[src/rtl/audio_stereo_sample_bridge_if.sv]
// DSP-side stream bundle for the stereo bridge: TX pair writes in, RX pair reads out.
// Valid/ready: a transfer happens on a clock edge where valid and ready are both 1.
interface audio_stereo_sample_bridge_if;
  logic [23:0] tx_left_i;
  logic [23:0] tx_right_i;
  logic        tx_valid_i;
  logic        tx_ready_o;
  logic [23:0] rx_left_o;
  logic [23:0] rx_right_o;
  logic        rx_valid_o;
  logic        rx_ready_i;

  modport master (
    output tx_left_i, tx_right_i, tx_valid_i, rx_ready_i,
    input  tx_ready_o, rx_left_o, rx_right_o, rx_valid_o
  );

  modport slave (
    input  tx_left_i, tx_right_i, tx_valid_i, rx_ready_i,
    output tx_ready_o, rx_left_o, rx_right_o, rx_valid_o
  );
endinterface

[src/rtl/audio_stereo_sample_bridge.sv]
// Stereo sample bridge: pairs ADC slot words into an RX FIFO and feeds DAC slot
// words from a TX FIFO of DSP-written pairs, driven by sample-clock edges.
module audio_stereo_sample_bridge #(
  parameter  int DEPTH = 8,
  localparam int PW    = $clog2(DEPTH),
  localparam int LW    = $clog2(DEPTH) + 1
) (
  input  logic                         clk_i,
  input  logic                         rst_i,
  input  logic                         en_i,
  input  logic                         sample_clk_i,
  input  logic [23:0]                  adc_parallel_data_i,
  output logic [23:0]                  dac_parallel_data_o,
  audio_stereo_sample_bridge_if.slave  bus,
  output logic [LW-1:0]                rx_level_o,
  output logic [LW-1:0]                tx_level_o,
  output logic                         rx_overflow_o,
  output logic                         tx_underrun_o,
  input  logic                         clear_i
);

  logic          sc_q;
  logic          rise;
  logic          fall;
  logic [23:0]   left_hold;
  logic [23:0]   right_hold;
  logic          left_ok;

  logic [47:0]   rx_mem [DEPTH];
  logic [47:0]   tx_mem [DEPTH];
  logic [PW-1:0] rx_wr;
  logic [PW-1:0] rx_rd;
  logic [PW-1:0] tx_wr;
  logic [PW-1:0] tx_rd;

  logic          rx_full;
  logic          rx_empty;
  logic          tx_full;
  logic          tx_empty;
  logic          rx_push_req;
  logic          rx_push;
  logic          rx_pop;
  logic          tx_push;
  logic          tx_pop;

  // sc_q tracks even while disabled so re-enabling never sees a stale edge
  assign rise = en_i & sample_clk_i & ~sc_q;
  assign fall = en_i & ~sample_clk_i & sc_q;

  assign rx_full  = (rx_level_o == LW'(DEPTH));
  assign rx_empty = (rx_level_o == '0);
  assign tx_full  = (tx_level_o == LW'(DEPTH));
  assign tx_empty = (tx_level_o == '0);

  // Fullness is judged on start-of-cycle occupancy, so a same-cycle pop never rescues a push
  assign rx_push_req = rise & left_ok;
  assign rx_push     = rx_push_req & ~rx_full;
  assign rx_pop      = bus.rx_valid_o & bus.rx_ready_i;
  assign tx_push     = bus.tx_valid_i & bus.tx_ready_o;
  assign tx_pop      = rise & ~tx_empty;

  assign bus.tx_ready_o = ~tx_full & ~rst_i;
  assign bus.rx_valid_o = ~rx_empty;

  always_comb begin
    bus.rx_left_o  = '0;
    bus.rx_right_o = '0;
    if (!rx_empty) begin
      bus.rx_left_o  = rx_mem[rx_rd][47:24];
      bus.rx_right_o = rx_mem[rx_rd][23:0];
    end
  end

  always_ff @(posedge clk_i) begin
    if (rx_push) rx_mem[rx_wr] <= {left_hold, adc_parallel_data_i};
    if (tx_push) tx_mem[tx_wr] <= {bus.tx_left_i, bus.tx_right_i};
  end

  always_ff @(posedge clk_i or posedge rst_i) begin
    if (rst_i) begin
      sc_q                <= 1'b0;
      left_hold           <= '0;
      left_ok             <= 1'b0;
      right_hold          <= '0;
      dac_parallel_data_o <= '0;
      rx_wr               <= '0;
      rx_rd               <= '0;
      tx_wr               <= '0;
      tx_rd               <= '0;
      rx_level_o          <= '0;
      tx_level_o          <= '0;
      rx_overflow_o       <= 1'b0;
      tx_underrun_o       <= 1'b0;
    end else begin
      sc_q <= sample_clk_i;

      if (fall) begin
        left_hold <= adc_parallel_data_i;
        left_ok   <= 1'b1;
      end else if (rise) begin
        left_ok <= 1'b0;
      end

      // Underrun still advances the slot with zeros, keeping left/right alignment
      if (rise) begin
        if (tx_empty) begin
          dac_parallel_data_o <= '0;
          right_hold          <= '0;
        end else begin
          dac_parallel_data_o <= tx_mem[tx_rd][47:24];
          right_hold          <= tx_mem[tx_rd][23:0];
        end
      end else if (fall) begin
        dac_parallel_data_o <= right_hold;
      end

      if (rx_push) rx_wr <= rx_wr + PW'(1);
      if (rx_pop)  rx_rd <= rx_rd + PW'(1);
      if (tx_push) tx_wr <= tx_wr + PW'(1);
      if (tx_pop)  tx_rd <= tx_rd + PW'(1);
      rx_level_o <= rx_level_o + LW'(rx_push) - LW'(rx_pop);
      tx_level_o <= tx_level_o + LW'(tx_push) - LW'(tx_pop);

      // Set beats clear when both land on the same edge
      rx_overflow_o <= (rx_overflow_o & ~clear_i) | (rx_push_req & rx_full);
      tx_underrun_o <= (tx_underrun_o & ~clear_i) | (rise & tx_empty);
    end
  end

endmodule

[src/flat_wrapper.sv]
// flat-port wrapper written by rule: the top's interface ports become plain ports
module audio_stereo_sample_bridge_flat 
#(
  parameter  int DEPTH = 8,
  localparam int PW    = $clog2(DEPTH),
  localparam int LW    = $clog2(DEPTH) + 1
)
  (clk_i, rst_i, en_i, sample_clk_i, adc_parallel_data_i, dac_parallel_data_o, rx_level_o, tx_level_o, rx_overflow_o, tx_underrun_o, clear_i, bus_tx_left_i, bus_tx_right_i, bus_tx_valid_i, bus_rx_ready_i, bus_tx_ready_o, bus_rx_left_o, bus_rx_right_o, bus_rx_valid_o);
  audio_stereo_sample_bridge_if bus_i ();
  input  logic clk_i;
  input  logic rst_i;
  input  logic en_i;
  input  logic sample_clk_i;
  input  logic [23:0] adc_parallel_data_i;
  output logic [23:0] dac_parallel_data_o;
  output logic [LW-1:0] rx_level_o;
  output logic [LW-1:0] tx_level_o;
  output logic rx_overflow_o;
  output logic tx_underrun_o;
  input  logic clear_i;
  input wire logic [$bits(bus_i.tx_left_i)-1:0] bus_tx_left_i;
  input wire logic [$bits(bus_i.tx_right_i)-1:0] bus_tx_right_i;
  input wire logic [$bits(bus_i.tx_valid_i)-1:0] bus_tx_valid_i;
  input wire logic [$bits(bus_i.rx_ready_i)-1:0] bus_rx_ready_i;
  output wire logic [$bits(bus_i.tx_ready_o)-1:0] bus_tx_ready_o;
  output wire logic [$bits(bus_i.rx_left_o)-1:0] bus_rx_left_o;
  output wire logic [$bits(bus_i.rx_right_o)-1:0] bus_rx_right_o;
  output wire logic [$bits(bus_i.rx_valid_o)-1:0] bus_rx_valid_o;
  assign bus_i.tx_left_i = bus_tx_left_i;
  assign bus_i.tx_right_i = bus_tx_right_i;
  assign bus_i.tx_valid_i = bus_tx_valid_i;
  assign bus_i.rx_ready_i = bus_rx_ready_i;
  assign bus_tx_ready_o = bus_i.tx_ready_o;
  assign bus_rx_left_o = bus_i.rx_left_o;
  assign bus_rx_right_o = bus_i.rx_right_o;
  assign bus_rx_valid_o = bus_i.rx_valid_o;
  audio_stereo_sample_bridge #(.DEPTH(DEPTH)) u_core (.clk_i(clk_i), .rst_i(rst_i), .en_i(en_i), .sample_clk_i(sample_clk_i), .adc_parallel_data_i(adc_parallel_data_i), .dac_parallel_data_o(dac_parallel_data_o), .bus(bus_i), .rx_level_o(rx_level_o), .tx_level_o(tx_level_o), .rx_overflow_o(rx_overflow_o), .tx_underrun_o(tx_underrun_o), .clear_i(clear_i));
endmodule
[config.mk]
export PLATFORM = sky130hd
export DESIGN_NAME = audio_stereo_sample_bridge_flat
export DESIGN_NICKNAME = d
export VERILOG_FILES = /design/src/rtl/audio_stereo_sample_bridge_if.sv /design/src/rtl/audio_stereo_sample_bridge.sv /design/src/flat_wrapper.sv
export SDC_FILE = /design/constraint.sdc
export NUM_CORES = 1
export LEC_CHECK = 0
export BUFFER_PORTS_ARGS = -buffer_cell sky130_fd_sc_hd__buf_2
export CORE_AREA = 2 2 337 339
export CTS_CLUSTER_DIAMETER = 50
export DETAILED_ROUTE_END_ITERATION = 16
export DIE_AREA = 0 0 339 341
export PLACE_DENSITY = 0.43
export SLEW_MARGIN = 20
export SYNTH_ARGS = -nofsm -noshare
export SYNTH_HDL_FRONTEND = slang
export SYNTH_SLANG_ARGS = --single-unit
[constraint.sdc]
create_clock -name clk_i -period 10.3 [get_ports clk_i]
set_input_delay 1.545 -clock clk_i [delete_from_list [all_inputs] [get_ports clk_i]]
set_output_delay 1.545 -clock clk_i [all_outputs]
set_load 0.05 [all_outputs]
==> run summary <==
status - completed
TritonCTS clock tree - done
Post-Synthesis Cells - 1639
Die Footprint - 116000 um^2
asr flop ratio synth - 11.1%
clk sink count - 864
Hold Path Class - reg2reg
synthesized area per cell - 20.3 um^2
cell area power density - 293 nW/um^2
unique cell type count in the Yosys netlist - 48
Port Buffer Count - 162
Crit Path Max Fanout - 44
Hold-fix buffers, CTS - 0
Worst R2R Setup Slack - 7030 ps
Initial DRC Count - 872
number of synthesized flops with an enable pin - 768
YS warnings - 0
Remaining DRCs - 0
core area - 112000 um^2
setup tns final - 0 ps
synthesized area - 33300 um^2
initial antenna violation count - 17
routed wire length - 83.7 mm
fmax - 199 MHz
CP Launch Type - flip-flop
top cells by area, synth - edfxtp_1 (69%), mux4_2 (11%), dfrtp_1 (7.2%), mux2i_1 (4.0%), mux2_2 (0.91%)
Starting Density - 29.8%
relative slew slack - 29.6%
Final Slew Violations - 0
drt first pass iters - 4
final setup vio count - 0
Layout Nets - 1951
final instance area - 39700 um^2
area leader, netlist - edfxtp_1
Num CTS Buffers - 110
Yosys top cell area share - 69.2%
number of synthesized register bits - 864
via/cell ratio - 4.67
postcts setup bufs - 0
Critical Path AT - 3480 ps
Min-Delay Startpoint - u_core.right_hold[10]
Static Leak - 13.4 nW
clock-pin slew on the worst setup and hold paths - 60 ps
# IOs - 163
pin count of the biggest net entering global routing - 67
Seq/Total Area, Yosys - 76.4%
Worst-Skew Late Latency - 690 ps
minimum clock period - 5030 ps
post-cts resize count - 0
crit path launch - u_core.rx_rd[0]
Root Driver - clkbuf_16
Synth-to-Final Area Change - 19.1%
vias in the first global route - 17600
Post-DP Area - 35900 um^2
max cap viols - 0
via count - 16100
CP Capture Type - output port
Die H - 341 um
Worst VDD drop - 0.000140 V
maximum clock path buffer count - 3
Placement Rows - 123
syn nets - 1736
RSZ-0062 raised after global routing - no
worst slew pin tran - 1060 ps
Final ANT Viol Nets - 0
worst path required time - 8760 ps
layout cell share with drive strength beyond 1 - 30.3%
commonest non-fill, non-tap cell in the layout - edfxtp_1
Detailed Place HPWL - 45.6 mm
Final GP Congestion - 0.712
RR Startpoint - u_core.sc_q
global route overflow - 0
Fin Clk Skew - 50.8 ps
Die W - 339 um
final hold violations - 0
first-pass GRT wire length - 122 mm
htree depth - 3
GRT Overall Usage - 14.5%
most frequent cells in the layout - edfxtp_1 (768), buf_2 (162), mux4_2 (158)
Final Cycle Share - 48.8%
ys flop type - edfxtp_1
post-DR wirelength/cell - 24.2 um
critical path type - reg2out
critical path: stages (launching register included):
cell and delay (ps):
dfrtp_4 770, buf_4 820, mux4_2 600, mux2i_1 250, nor2_1 70, buf_2 240
sequential cells by signal (all words and copies together) (netlist names), 3 cells and up:
register / cells
u_core.rx_level_o: 4
u_core.tx_level_o: 4
u_core.left_hold: 24
u_core.rx_rd: 3
u_core.tx_mem: 384
u_core.tx_wr: 3
u_core.rx_mem: 384
u_core.right_hold: 24
u_core.tx_rd: 3
u_core.rx_wr: 3
u_core.dac_parallel_data_o: 24
final cells by class:
class	instances	area, um^2
antenna	1	2.50
clock buffer	136	2930
clock inverter	72	845
inverter	29	111
sequential	864	25500
fill	10500	72200
multi-input combinational	657	7410
tap	1500	1880
timing repair buffer	192	1040
synth_stat cells (3+ instances only):
cell type	count
a211oi_1	8
a21o_1	3
a21oi_1	14
a22oi_1	39
buf_2	37
buf_4	11
buf_6	6
clkbuf_1	32
dfrtp_1	96
edfxtp_1	768
ha_1	16
inv_1	29
mux2_2	27
mux2i_1	132
mux4_2	158
nand2_1	41
nand2b_1	8
nand3_1	19
nor2_1	67
nor2b_1	12
nor3_1	4
nor4_1	5
o2111ai_1	10
o211ai_1	10
o21ai_0	34
o221a_2	4
o22ai_1	13
o41ai_2	3
xnor2_1	6
xor2_1	6
per-layer routing:
layer  global-route usage, %  share of wire [%]  vias to the layer above
met5                       0              0.087                        -
met4                    3.87                1.9                       12
met3                    3.53                5.0                      130
met2                    26.1                 52                      345
met1                    17.3                 41                     8531
li1                        -                  -                     7099
stage by stage:
stage                     util, %  power (W)  std cells  hold slack (ps)  setup slack, ps
after floorplan                 -    0.00690       1639              451             4140
after global placement       32.1    0.00789       3242              467             5700
after detailed placement     32.1    0.00794       3242              478             5640
after CTS                    35.5     0.0119       3450              491             5060
after global routing         35.5     0.0122       3451              513             4950
final                        35.5     0.0116       3451              486             5270
cells by family after synthesis:
group	share of synthesized area [%]
multiplexers	15.5
flip-flops	76.4
adder cells (fa/ha/maj)	0.720
AND/OR/NAND/NOR	2.30
XOR/XNOR	0.315
buffers and inverters	1.76
AO/OA/AOI/OAI	2.99
path summary, 6_finish.rpt:
check                      depth (start not counted)               endpoint
min                                                2  u_core.right_hold[10]
max in group asynchronous                          3        u_core.tx_rd[0]
min in group asynchronous                          2   u_core.tx_level_o[0]
max                                                5      bus_rx_left_o[14]
max reg2reg                                        8   u_core.tx_level_o[2]
min reg2reg                                        2  u_core.right_hold[10]
power by group:
group / leakage, nW / switching (W) / internal, W
registers: 8.08 / 0.000384 / 0.00416
logic: 3.51 / 0.00206 / 0.00115
clock network: 1.82 / 0.00151 / 0.00236
Note: power is estimated with default switching activity, not from simulation.
